<file path="src/rtl/oct_counter.sv">
// ---------------------------------------------------------------------------
// oct_counter: 3-bit modulo-8 up/down counter behind a debounced start/stop
// pushbutton. A button press toggles between IDLE and RUN. In RUN, a
// prescaler produces one count step every DIV clock cycles.
//
// Ports
//   clk      in   single rising-edge clock
//   rst_n    in   asynchronous active-low reset
//   btn      in   raw pushbutton (asynchronous, bouncy, active-high)
//   up       in   direction: 1 = count up, 0 = count down
//   clr      in   synchronous clear of count/prescaler/wrap (state kept)
//   bin      out  current count 0..7 (registered)
//   running  out  high while in RUN (registered)
//   wrap     out  one-cycle pulse when bin shows 0 after 7 (up) or 7 after 0 (down)
// ---------------------------------------------------------------------------
module oct_counter #(
   parameter int unsigned DIV       = 50000000,
   parameter int unsigned DB_CYCLES = 500000
) (
   input  logic       clk,
   input  logic       rst_n,
   input  logic       btn,
   input  logic       up,
   input  logic       clr,
   output logic [2:0] bin,
   output logic       running,
   output logic       wrap
);

   localparam int unsigned PRE_W = (DIV > 1) ? $clog2(DIV) : 1;
   localparam int unsigned DB_W  = (DB_CYCLES > 1) ? $clog2(DB_CYCLES) : 1;
   localparam logic [PRE_W-1:0] PRE_LAST = PRE_W'(DIV - 1);
   localparam logic [DB_W-1:0]  DB_LAST  = DB_W'(DB_CYCLES - 1);

   typedef enum logic {
      IDLE = 1'b0,
      RUN  = 1'b1
   } state_e;

   // Synchronizer and debouncer registers
   logic            sync1_q, sync2_q;
   logic            db_q, db_d;
   logic            db_prev_q;
   logic [DB_W-1:0] db_cnt_q, db_cnt_d;
   logic            db_rise_c;

   // FSM registers
   state_e          state_q, state_d;
   logic            running_q, running_d;

   // Datapath registers
   logic [PRE_W-1:0] pre_q, pre_d;
   logic [2:0]       bin_q, bin_d;
   logic             wrap_q, wrap_d;
   logic             tick_c;

   // Two-flop synchronizer; nothing else ever looks at btn directly.
   always_ff @(posedge clk or negedge rst_n) begin
      if (!rst_n) begin
         sync1_q <= 1'b0;
         sync2_q <= 1'b0;
      end else begin
         sync1_q <= btn;
         sync2_q <= sync1_q;
      end
   end

   // Debouncer: accept a new level only after DB_CYCLES consecutive
   // cycles of disagreement; any return to agreement restarts the count.
   always_comb begin
      db_d     = db_q;
      db_cnt_d = '0;
      if (sync2_q != db_q) begin
         if (db_cnt_q == DB_LAST) begin
            db_d     = sync2_q;
            db_cnt_d = '0;
         end else begin
            db_cnt_d = db_cnt_q + DB_W'(1);
         end
      end
   end

   always_ff @(posedge clk or negedge rst_n) begin
      if (!rst_n) begin
         db_q      <= 1'b0;
         db_prev_q <= 1'b0;
         db_cnt_q  <= '0;
      end else begin
         db_q      <= db_d;
         db_prev_q <= db_q;
         db_cnt_q  <= db_cnt_d;
      end
   end

   assign db_rise_c = db_q & ~db_prev_q;

   // FSM state register; running is registered alongside so it tracks state_q exactly.
   always_ff @(posedge clk or negedge rst_n) begin
      if (!rst_n) begin
         state_q   <= IDLE;
         running_q <= 1'b0;
      end else begin
         state_q   <= state_d;
         running_q <= running_d;
      end
   end

   // FSM next-state: only a debounced press toggles the state.
   always_comb begin
      state_d = state_q;
      if (db_rise_c) begin
         state_d = (state_q == IDLE) ? RUN : IDLE;
      end
   end

   // FSM output decode, sampled into running_q on the same edge as the state.
   always_comb begin
      running_d = 1'b0;
      if (state_d == RUN) begin
         running_d = 1'b1;
      end
   end

   // Tick uses the current state, so a stop press on a tick edge still steps.
   assign tick_c = (state_q == RUN) && (pre_q == PRE_LAST);

   // Prescaler and count next-state; clr dominates a coincident tick.
   always_comb begin
      pre_d  = pre_q;
      bin_d  = bin_q;
      wrap_d = 1'b0;
      if (clr) begin
         pre_d = '0;
         bin_d = 3'd0;
      end else begin
         if (state_q != RUN || tick_c) begin
            pre_d = '0;
         end else begin
            pre_d = pre_q + PRE_W'(1);
         end
         if (tick_c) begin
            if (up) begin
               bin_d  = bin_q + 3'd1;
               wrap_d = (bin_q == 3'd7);
            end else begin
               bin_d  = bin_q - 3'd1;
               wrap_d = (bin_q == 3'd0);
            end
         end
      end
   end

   always_ff @(posedge clk or negedge rst_n) begin
      if (!rst_n) begin
         pre_q  <= '0;
         bin_q  <= 3'd0;
         wrap_q <= 1'b0;
      end else begin
         pre_q  <= pre_d;
         bin_q  <= bin_d;
         wrap_q <= wrap_d;
      end
   end

   assign bin     = bin_q;
   assign running = running_q;
   assign wrap    = wrap_q;

endmodule
</file>
<file path="config.mk">
export PLATFORM = sky130hd
export DESIGN_NAME = oct_counter
export DESIGN_NICKNAME = d
export VERILOG_FILES = /design/src/rtl/oct_counter.sv
export SDC_FILE = /design/constraint.sdc
export NUM_CORES = 1
export LEC_CHECK = 0
export ABC_AREA = 1
export CAP_MARGIN = 20
export CELL_PAD_IN_SITES_DETAIL_PLACEMENT = 2
export CELL_PAD_IN_SITES_GLOBAL_PLACEMENT = 2
export CORE_ASPECT_RATIO = 1.2
export CORE_UTILIZATION = 35
export DETAILED_ROUTE_END_ITERATION = 12
export PLACE_DENSITY = 0.89
export SYNTH_ARGS = -nofsm -noshare
export SYNTH_HDL_FRONTEND = slang
export SYNTH_SLANG_ARGS = --single-unit
</file>
<file path="constraint.sdc">
create_clock -name clk -period 1.65 [get_ports clk]
set_input_delay 0.2475 -clock clk [delete_from_list [all_inputs] [get_ports clk]]
set_output_delay 0.2475 -clock clk [all_outputs]
set_load 0.005 [all_outputs]
</file>
==> results of run 1 <==
==> layout make-up <==
type	instances	area share (%)
Clock inverter	3	1.11
Clock buffer	5	1.91
Inverter	49	5.15
Multi-Input combinational cell	323	43.8
Sequential cell	54	37.6
Tap cell	117	4.07
Timing Repair Buffer	26	6.33
==> state kept, by name (all words and copies together), names as in the netlist <==
signal / count
pre_q: 26
bin: 3
wrap: 1
sync1_q: 1
running: 1
db_q: 1
db_prev_q: 1
sync2_q: 1
db_cnt_q: 19
==> cell usage after synthesis <==
library cell  number  area share (%)
fa_1               1            0.65
a21oi_1            4            0.65
clkinv_2           1            0.16
inv_2              1            0.12
nor2_4             1            0.37
nand2_4            1            0.37
a211oi_1           1            0.25
nand3b_1           2            0.49
nand2_1          117              14
o21a_1             1            0.25
nor2_2             6             1.2
dfrtp_1           54              44
nor3b_1            1            0.25
nor2_1           113              14
or2_2              1            0.20
o21ai_0            4            0.65
ha_1               2            0.82
nand2_2            1            0.20
and2_1             1            0.20
nand3_1           27             4.4
xnor2_1            8             2.3
buf_6              2            0.74
nand4_1            6             1.2
nor3_1             6            0.98
inv_1             47             5.8
xor2_1            16             4.6
nand3_2            2            0.65
==> metal layers <==
| layer | track usage, % | routed length, um | up-vias |
|---|---|---|---|
| li1 | - | - | 1368 |
| met3 | 2.86 | 166 | 25 |
| met2 | 44.7 | 6050 | 34 |
| met5 | 0 | 0 | - |
| met1 | 26.6 | 4250 | 1512 |
| met4 | 8.55 | 476 | 0 |
==> what timing repair did <==
item                                   4_1_cts  5_1_grt
gates resized for setup                      2       15
setup buffers                                0        1
endpoints found under the hold margin       18        0
hold buffers                                 1        0
gates cloned                                 0        1
setup endpoints to repair                   27       33
pin swaps                                    0        2
==> power by group through the flow <==
stage	clock (mW)	combinational, mW	sequential [mW]
4_1_cts	0.942	0.0841	1.34
6_report	0.919	0.0815	1.34
5_1_grt	0.990	0.0928	1.34
3_5_place_dp	0	0.0818	1.36
3_3_place_gp	0	0.0758	1.36
2_1_floorplan	0	0.0233	1.36
==> per-stage QoR <==
stage                     power, mW  setup TNS (ns)  worst slack [ns]  area [um^2]  hold WS [ns]
after floorplan                1.38               0             0.181         3060       -0.0481
after global placement         1.44               0            0.0487         3390         0.242
after detailed placement       1.45          -0.551           -0.0745         3390         0.263
after CTS                      2.36               0           0.00282         3520         0.364
after global routing           2.42          -0.379           -0.0597         3600         0.354
final                          2.34               0            0.0205         3600         0.362
==> cells by family (layout without fill, tap and decap cells) <==
group,after synthesis,in the layout,synth area share (%)
flops,54,54,44.2
xor+xnor,24,24,6.88
fa+ha+maj,3,3,1.47
simple gates,285,286,38.8
compound gates,10,10,1.80
buf+inv,51,83,6.79
==> worst max-delay path by stage <==
stage                  start   endpoint  slack (ns)
detailed placement        up     bin[2]       -0.07
global route        pre_q[1]  pre_q[16]       -0.06
finish              pre_q[1]     bin[0]        0.02
floorplan           pre_q[0]   pre_q[0]        0.18
global placement          up     bin[2]        0.05
CTS                 pre_q[1]     bin[0]       0.003
==> cells in the final DEF (no fill, tap or decap), drive strengths merged, types with 2 or more instances in the layout <==
master	netlist	layout
a21oi	4	4
buf	2	17
clkbuf	0	5
clkdlybuf4s50	0	8
clkinv	1	3
dfrtp	54	54
ha	2	2
inv	48	48
nand2	119	120
nand3	29	29
nand3b	2	2
nand4	6	6
nor2	120	120
nor3	6	6
o21ai	4	4
xnor2	8	8
xor2	16	16
==> results.cfg, run 1 <==
[floorplanning]
num_rows = 37
dieArea_um2 = 9110
die_w_um = 87.3
die_y_um = 104
initial_utilization_pct = 35.9
num_io_pins = 10
core_um2 = 8520

[clock_network]
path_clk_slew_ns = 0.10
cts.sinks = 54
cts_max_path_buffers = 2
cts_root_buf = clkbuf_8
numCtsBuffers = 5
cts_tree = done
clk_latency_ns = 0.33
cts_max_level = 2

[pwr]
leakage_nw = 1.51
vdd_drop_max_mv = 0.326
combPwrFrac_pct = 3.5
power_frac_seq_pct = 57.2
power_density_nw_per_um2 = 650
internal_power_mw = 1.80
p_switching_uw = 535
power_frac_clock_pct = 39.3
swShare_pct = 22.9

[place]
placed_cells = 566
port_buffers = 9
place_congestion = 0.882
dpl.hpwl_mm = 7.54

[worst_setup_path]
crit_path_frequent_cell = nand2_1
worstRegToRegCells = 9
cp_cell_sequence = ha_2, nand3_4, clkinv_2, buf_4, nand2_1, nor2_1, nand3_2, nand3_1, nand2_1
cp.depth = 9
r2r_end = bin[0]
worst_path_max_delay_cell = dfrtp_1
cp-start-kind = flop
rr_startpoint = pre_q[1]
worstPathRequired_ns = 1.87
worstPathMaxFanout = 5
r2r_slack_ns = 0.02
critical_path.top_delay_family = simple AND/OR/NAND/NOR gates
endpoint_kind = flop
slowest_delay_ns = 0.38
cp_num_buf_inv = 2
criticalPathCategory = reg -> reg
arrival_ns = 1.85

[finish]
drive_above_1_share_pct = 11.3
fillCellCount = 1034
final_util_pct = 42.2
antennaDiodeCount = 0
fin_nets = 467
syn2layout_area_growth_pct = 17.7
seqCellArea_um2 = 1350
multi_input_area_um2 = 1580
fin_cells = 577

[global_route]
grt_pass1_wl_mm = 16.5
grt_pass1_vias = 3290
grt_use_total_pct = 23.7
antenna_found_initial = 0
grt-ovfl-total = 0
grt_max_degree = 37

[synthesis]
yosys_register_bits = 54
seq_area_frac_synth_pct = 44.2
synth_nets = 435
synth.cell_area_um2 = 3060
yosysUniqueCellTypes = 27
syn_inst = 427
synth_warnings = 0
avgSynthCellArea_um2 = 7.16

[drt]
vias = 2939
drt_iter0_drc = 88
first_pass_iters = 4
viasPerCell = 5.09
detail-route-antenna-nets = 0
finalWirelength_mm = 10.9
routedWlPerCell_um = 19.0
post-route-drc-count = 0

[timing]
slew_viol_final = 0
rsz0062_at_grt = true
max_freq_mhz = 614
tightestPinTransition_ns = 0.551
layout_min_cycle_time_ns = 1.63
hold_viol = 0
slew_headroom_pct = 63.2
setup_violations = 0
fin_skew_ns = 0.0110
fin_crit_sh_pct = 98.8

[hold_path]
hold_start = btn
hold_depth = 1
hp-class = in -> reg
hold_end = sync1_q

[flow_run]
maxCapViolCount = 0

[status]
run_status = finished clean
No activity file was read; power rests on OpenSTA's default activity.
==> run 2, diff against run 1 <==
--- a/config.mk
+++ b/config.mk
@@ -10,9 +10,9 @@
 export CELL_PAD_IN_SITES_DETAIL_PLACEMENT = 2
 export CELL_PAD_IN_SITES_GLOBAL_PLACEMENT = 2
 export CORE_ASPECT_RATIO = 1.2
-export CORE_UTILIZATION = 35
+export CORE_UTILIZATION = 38
 export DETAILED_ROUTE_END_ITERATION = 12
-export PLACE_DENSITY = 0.89
+export PLACE_DENSITY = 0.95
 export SYNTH_ARGS = -nofsm -noshare
 export SYNTH_HDL_FRONTEND = slang
 export SYNTH_SLANG_ARGS = --single-unit
==> constraint.sdc (replaced) <==
create_clock -name clk -period 2 [get_ports clk]
set_input_delay 0.3 -clock clk [delete_from_list [all_inputs] [get_ports clk]]
set_output_delay 0.3 -clock clk [all_outputs]
set_load 0.005 [all_outputs]
==> run 2 against run 1 <==
  * Power shrank 21%
  * Setup slack improved by 0.14 ns
  * Via count down 2.6%
  * Critical endpoint is now db_cnt_q[6]
  * Critical path depth shrank 4
  * Global-route usage grew 4.0 points
  * Sequential share of layout area up 2.6 points
  * First-iteration DRC count rose by 1.1%
==> results.cfg, run 2 (synthesis results as in run 1) <==
[finish]
fillCellCount = 922
fin_nets = 451
top_register = pre_q
antennaDiodeCount = 0
layout_commonest_cell = nand2_1
seqCellArea_um2 = 1350
drive_above_1_share_pct = 5.41
largest_reg_flops = 26
layout_common_cells = 117 x nand2_1, 113 x nor2_1, 54 x dfrtp_1, 47 x inv_1, 27 x nand3_1
design_area_um2 = 3360
multi_input_area_um2 = 1500
syn2layout_area_growth_pct = 9.86

[place]
place_congestion = 0.817
port_buffers = 9
dpl.hpwl_mm = 7.34
placed_cell_area_um2 = 3250

[clock_network]
ctsHoldBuffers = 1
cts_tree = done
cts.sinks = 54
numCtsBuffers = 5
postCtsSetupBuffers = 0
cts_root_buf = clkbuf_8
cts_max_path_buffers = 2
cts_max_level = 2
clk_latency_ns = 0.33
path_clk_slew_ns = 0.12
ctsResizeCount = 0

[timing]
rsz0062_at_grt = false
setup_violations = 0
layout_min_cycle_time_ns = 1.83
setup_tns_ns = 0
max_freq_mhz = 545
tightestPinTransition_ns = 0.611
slew_viol_final = 0
slew_headroom_pct = 59.3
fin_skew_ns = 0.0193
fin_crit_sh_pct = 91.7
hold_viol = 0

[flow_run]
maxCapViolCount = 0

[drt]
finalWirelength_mm = 10.6
routedWlPerCell_um = 19.9
viasPerCell = 5.34
vias = 2863
drt_iter0_drc = 89
post-route-drc-count = 0
first_pass_iters = 4
detail-route-antenna-nets = 0

[global_route]
antenna_found_initial = 0
grt_max_degree = 34
grt_pass1_vias = 3305
grt_pass1_wl_mm = 17.7
grt_use_total_pct = 27.7
grt-ovfl-total = 0

[worst_setup_path]
worstRegToRegCells = 5
criticalPathCategory = reg -> reg
worstPathMaxFanout = 4
endpoint_kind = flop
arrival_ns = 2.01
cp-start-kind = flop
worstPathRequired_ns = 2.18
r2r_slack_ns = 0.17

[hold_path]
hold_depth = 0
hp-class = reg -> reg

[floorplanning]
initial_utilization_pct = 39.4
die_y_um = 100
num_io_pins = 10
dieArea_um2 = 8410
core_um2 = 7750
die_w_um = 83.9
num_rows = 35

[status]
run_status = finished clean

[pwr]
leakage_nw = 1.40
vdd_drop_max_mv = 0.283
power_density_nw_per_um2 = 548
## run 2: cell count changes in the layout (fill, tap and decap cells not counted), moves of 2 or more
| cell | change |
|---|---|
| dfrtp_2 | -2 |
| clkinv_2 | -2 |
| nor2_1 | +6 |
| nand2_8 | -2 |
| nor2_2 | -5 |
| buf_4 | -15 |
| dfrtp_1 | +2 |
## run 2: per-layer routing
metal  up-vias  part of all wire [%]  GRT usage (%)
met5         -                     0              0
met4         0                   3.5           10.6
met3        27                   1.6           3.45
met2        44                    55           54.2
met1      1455                    40           30.3
li1       1337                     -              -
## run 2: area by class of cell
cell class                      instances  area share (%)
Multi-Input combinational cell        322            44.6
Sequential cell                        54            40.2
Inverter                               49            5.51
Timing Repair Buffer                   11            3.43
Tap cell                               92            3.43
Clock buffer                            5            2.05
Clock inverter                          3           0.745
## run 2: power by group
| part | internal (mW) | switching (mW) |
|---|---|---|
| clock | 0.255 | 0.416 |
| sequential | 1.10 | 0.00697 |
| combinational | 0.0190 | 0.0470 |
| total | 1.37 | 0.470 |
## run 2: worst paths after layout
path                              from            to
min in group asynchronous        rst_n   db_cnt_q[1]
min                            sync1_q       sync2_q
max                        db_cnt_q[1]   db_cnt_q[6]
min reg2reg                    sync1_q       sync2_q
max reg2reg                db_cnt_q[1]   db_cnt_q[6]
max in group asynchronous        rst_n  db_cnt_q[15]
## run 2: stage by stage
step                worst slack, ns  utilization, %  total power [mW]  hold slack, ns  instances
floorplan                     0.531               -              1.14         0.00441        427
global placement              0.347            42.0              1.18           0.306        527
detailed placement            0.201            42.0              1.19           0.316        527
CTS                           0.159            43.3              1.87           0.376        536
global route                 0.0416            43.3              1.91           0.385        536
finish                        0.165            43.3              1.84           0.373        536
## run 2: worst max-delay path: stages, from the launching register on
cell      delay [ns]
dfrtp_1         0.44
ha_1            0.20
nand2_1         0.12
nor3_1          0.42
nor2_1          0.14
a211oi_1        0.36
==> run 3, diff against run 2 <==
--- a/config.mk
+++ b/config.mk
@@ -6,10 +6,11 @@
 export NUM_CORES = 1
 export LEC_CHECK = 0
 export ABC_AREA = 1
-export CAP_MARGIN = 20
+export ABC_CLOCK_PERIOD_IN_PS = 2000
 export CELL_PAD_IN_SITES_DETAIL_PLACEMENT = 2
 export CELL_PAD_IN_SITES_GLOBAL_PLACEMENT = 2
 export CORE_ASPECT_RATIO = 1.2
+export CORE_MARGIN = 2
 export CORE_UTILIZATION = 38
 export DETAILED_ROUTE_END_ITERATION = 12
 export PLACE_DENSITY = 0.95
==> run 3 against run 2 <==
  * Utilization unchanged
  * Die area up 4.4%
  * Largest power group unchanged
  * Critical path depth up 3
  * Clock power about the same
  * Fmax up 1.3%
  * Sequential power about the same
  * Flip-flop and latch count unchanged
  * Count of clock-buffer cells in the layout unchanged
  * Clock skew about the same
  * Setup slack better by 0.024 ns
  * Combinational power down 6.5%
==> results.cfg, run 3 (synthesis results as in run 1) <==
[drt]
finalWirelength_mm = 9.72
vias = 2752
viasPerCell = 5.13
post-route-drc-count = 0
drt_iter0_drc = 45
detail-route-antenna-nets = 0
routedWlPerCell_um = 18.1
first_pass_iters = 4

[finish]
top_register = pre_q
layout_commonest_cell = nand2_1
antennaDiodeCount = 0
drive_above_1_share_pct = 5.41
fillCellCount = 940
largest_reg_flops = 26
syn2layout_area_growth_pct = 9.86
layout_common_cells = 117 x nand2_1, 113 x nor2_1, 54 x dfrtp_1, 47 x inv_1, 27 x nand3_1
fin_nets = 451

[clock_network]
ctsHoldBuffers = 1
cts_tree = done
path_clk_slew_ns = 0.12
postCtsSetupBuffers = 0
clk_latency_ns = 0.32
numCtsBuffers = 5
cts.sinks = 54
cts_root_buf = clkbuf_8
cts_max_level = 2
ctsResizeCount = 0
cts_max_path_buffers = 2

[pwr]
vdd_drop_max_mv = 0.263
finalPower_mw = 1.84
power_density_nw_per_um2 = 548
leakage_nw = 1.40

[global_route]
antenna_found_initial = 0
grt_pass1_vias = 3230
grt_max_degree = 55
grt_pass1_wl_mm = 16.4
grt-ovfl-total = 0
grt_use_total_pct = 24.3

[flow_run]
maxCapViolCount = 0

[place]
place_congestion = 0.862
port_buffers = 9
dpl.hpwl_mm = 7.24

[worst_setup_path]
worstPathMaxFanout = 26
r2r_slack_ns = 0.19
worstPathRequired_ns = 2.17
endpoint_kind = flop
criticalPathCategory = reg -> reg
arrival_ns = 1.98
cp-start-kind = flop

[timing]
tightestPinTransition_ns = 0.454
whs_ns = 0.363
setup_violations = 0
slew_viol_final = 0
slew_headroom_pct = 69.7
max_freq_mhz = 552
layout_min_cycle_time_ns = 1.81
rsz0062_at_grt = false
hold_viol = 0
setup_tns_ns = 0
fin_skew_ns = 0.0193
fin_crit_sh_pct = 90.5

[floorplanning]
num_io_pins = 10
dieArea_um2 = 8780
initial_utilization_pct = 39.4
die_y_um = 102
core_um2 = 7750
num_rows = 35
die_w_um = 85.9

[hold_path]
hp-class = reg -> reg

[status]
run_status = finished clean
-- run 3: cell counts in the layout (fill, tap and decap cells not counted) --
Identical to the previous run, type by type.
-- run 3: final timing paths --
path | end | start | cells after the start
worst max-delay path | pre_q[17] | pre_q[0] | 8
worst min-delay path | sync2_q | sync1_q | 0
worst max register to register | pre_q[17] | pre_q[0] | 8
worst min register to register | sync2_q | sync1_q | 0
max in group asynchronous | db_cnt_q[9] | rst_n | 3
min in group asynchronous | pre_q[6] | rst_n | 3
-- run 3: cell type report --
type,instances,area (um^2),share of cell area [%]
Tap cell,92,115,3.43
Inverter,49,185,5.51
Multi-Input combinational cell,322,1500,44.6
Clock buffer,5,68.8,2.05
Sequential cell,54,1350,40.2
Clock inverter,3,25.0,0.745
Timing Repair Buffer,11,115,3.43
-- run 3: worst max-delay path: stages (launching register included) --
cell	delay, ns
dfrtp_1	0.45
ha_1	0.24
nand3_2	0.19
clkinv_2	0.13
nand2_1	0.07
nor2_2	0.12
nand2_2	0.08
nand2_4	0.25
nor2_1	0.15
-- run 3: layer usage --
metal	GRT usage, %	wire, um	vias up
met5	0	0	-
met4	7.33	193	0
met3	2.42	72	10
met2	48.7	5550	17
met1	26.5	3900	1388
li1	-	-	1337
-- run 3: metrics by stage --
stage                     cell area (um^2)  worst slack [ns]  util, %  std cells
after floorplan                       3060             0.531        -        427
after global placement                3250             0.346     42.0        527
after detailed placement              3250             0.214     42.0        527
after CTS                             3360             0.160     43.3        536
after global routing                  3360            0.0454     43.3        536
final                                 3360             0.189     43.3        536
-- run 3: power breakdown --
group          total [mW]  switching, mW  internal, mW
combinational      0.0617         0.0426        0.0191
clock               0.674          0.419         0.255
sequential           1.10        0.00475          1.10
total                1.84          0.467          1.37
==> variant (config.mk and constraints of run 1) <==
Put one more register stage on the output `running`, cleared by the reset. The value now appears one clock later. The other outputs are not delayed to match. Comments in the files are not updated.
--- a/src/rtl/oct_counter.sv
+++ b/src/rtl/oct_counter.sv
@@ -163,7 +163,13 @@
    end
 
    assign bin     = bin_q;
-   assign running = running_q;
+   always_ff @(posedge clk or negedge rst_n) begin
+      if (!rst_n) begin
+         running <= '0;
+      end else begin
+         running <= running_q;
+      end
+   end
    assign wrap    = wrap_q;
 
 endmodule
Check against the original RTL: no difference found for any inputs over 10 cycles, from zero or initial values and one cycle with rst_n low; that may be too few to reach the edited logic, so the function may still have changed.
==> variant against run 1 <==
Final area grew 0.66%; power is 7.9% higher; worst setup slack improved by 0.095 ns; first-iteration DRC count is 22% lower; routed wire length shrank 9.9%; sequential cell count up 1; critical endpoint is now bin[0]; clock skew increased by 0.0055 ns; area after synthesis rose by 1.4%; count of clock-buffer cells in the layout is 1 higher; sequential share of layout area increased by 0.37 points; via count shrank 4.5%; final cell count decreased by 0.69%.
==> variant: results (changes against run 1) <==
| Metric | Value |
|---|---|
| Internal | `1.99 mW (was 1.80 mW)` |
| Synth async-reset ratio | `100% (unchanged)` |
| Worst path top cell family by delay | `buffers and inverters (was simple AND/OR/NAND/NOR gates)` |
| Slew @ Worst Pin | `0.425 ns (was 0.551 ns)` |
| CP max FO | `4 (was 5)` |
| Vias | `2808 (was 2939)` |
| Top FF cell, synth | `dfrtp_1 (unchanged)` |
| Routability cong. | `0.852 (was 0.882)` |
| Routed len/inst | `17.2 um (was 19.0 um)` |
| First-pass GRT wire length | `16400 um (was 16500 um)` |
| Clk_skew | `0.0165 ns (was 0.0110 ns)` |
| Status | `finished clean (unchanged)` |
| GRT Util Overall | `23.5% (was 23.7%)` |
| Post-DP HPWL | `7460 um (was 7540 um)` |
| CP startpoint | `bin[0] (was pre_q[1])` |
| Initial DRC count | `69 (was 88)` |
| Nets@finish | `463 (was 467)` |
| Max rail drop VDD | `0.281 mV (was 0.326 mV)` |
| Synth Instances | `425 (was 427)` |
| Reg-to-Reg End | `pre_q[24] (was bin[0])` |
| Vias in the first global route | `3269 (was 3290)` |
| Top post-synthesis cells by count | `117 x nand2_1, 111 x nor2_1, 55 x dfrtp_1 (was 117 x nand2_1, 113 x nor2_1, 54 x dfrtp_1)` |
| Reg-to-Reg Start | `pre_q[0] (was pre_q[1])` |
| Share of cells above drive strength 1 | `9.87% (was 11.3%)` |
| Largest cells by area after synthesis | `dfrtp_1 44%, nand2_1 14%, nor2_1 13% (was dfrtp_1 44%, nand2_1 14%, nor2_1 14%)` |
| Crit path to | `bin[0] (unchanged)` |
| Sequential area share after synthesis | `44.4% (was 44.2%)` |
| Largest net degree at the start of global routing | `56 (was 37)` |
| DR pass1 iterations | `3 (was 4)` |
| DR vias/cell | `4.90 (was 5.09)` |
| CP max stage cell | `clkdlybuf4s50_1 (was dfrtp_1)` |
| Critical path data arrival time | `1.29 ns (was 1.85 ns)` |
| Total leakage power | `1.50 nW (was 1.51 nW)` |
| Setup slack after layout | `0.115 ns (was 0.0205 ns)` |
| Synth unique cells | `26 (was 27)` |
| Crit path largest cell delay | `0.54 ns (was 0.38 ns)` |
| Worst slack, placed | `-0.0430 ns (was -0.0745 ns)` |
| Dpl cells | `562 (was 566)` |
-- variant: final cells by class --
type                       count  area, sq um
tap                          117          146
clock inverter                 2         60.1
inverter                      48          185
multi-input combinational    320         1540
fill                        1036         4940
clock buffer                   6         72.6
timing repair buffer          25          245
sequential                    55         1380
-- variant: worst min-delay path by stage --
stage                end  depth (start not counted)  start  slack [ns]
2_1_floorplan     bin[0]                          0  rst_n       -0.05
3_3_place_gp   pre_q[21]                          2  rst_n        0.27
3_5_place_dp   pre_q[21]                          2  rst_n        0.28
4_1_cts          sync1_q                          1    btn        0.35
5_1_grt          sync1_q                          1    btn        0.34
6_report         sync1_q                          1    btn        0.36
-- variant: routing by layer --
layer  part of all wire [%]  routed length (um)  up-vias  global-route usage [%]
li1                       -                   -     1356                       -
met1                     38                3740     1411                    24.9
met2                     59                5820       22                    46.2
met3                   0.94                  93       19                    2.69
met4                    2.1                 208        0                    7.49
met5                      0                   0        -                       0
-- variant: power by group through the flow --
stage	registers [mW]	logic [mW]	clock network [mW]
after floorplan	1.39	0.0234	0
after global placement	1.39	0.0758	0
after detailed placement	1.39	0.0792	0
after CTS	1.36	0.0821	1.12
after global routing	1.36	0.0909	1.16
final	1.36	0.0789	1.08
-- variant: cells by family (layout without fill, tap and decap cells) --
group | count (synthesis) | in the layout | share of synthesized area [%]
compound gates | 11 | 11 | 1.94
xor+xnor | 24 | 24 | 6.78
fa+ha+maj | 3 | 3 | 1.45
buf+inv | 50 | 81 | 6.70
flops | 55 | 55 | 44.4
simple gates | 282 | 282 | 38.7
-- variant: what timing repair did --
action | 4_1_cts | 5_1_grt
endpoints found under the hold margin | 55 | 0
setup endpoints to repair | 4 | 31
gates resized for setup | 2 | 3
setup buffers | 0 | 2
hold buffers | 1 | 0
pin swaps | 0 | 1
-- variant: through the flow --
step	power [mW]	area, sq um	hold slack (ns)
2_1_floorplan	1.41	3100	-0.0481
3_3_place_gp	1.46	3440	0.272
3_5_place_dp	1.47	3440	0.277
4_1_cts	2.56	3600	0.346
5_1_grt	2.61	3620	0.344
6_report	2.52	3620	0.359
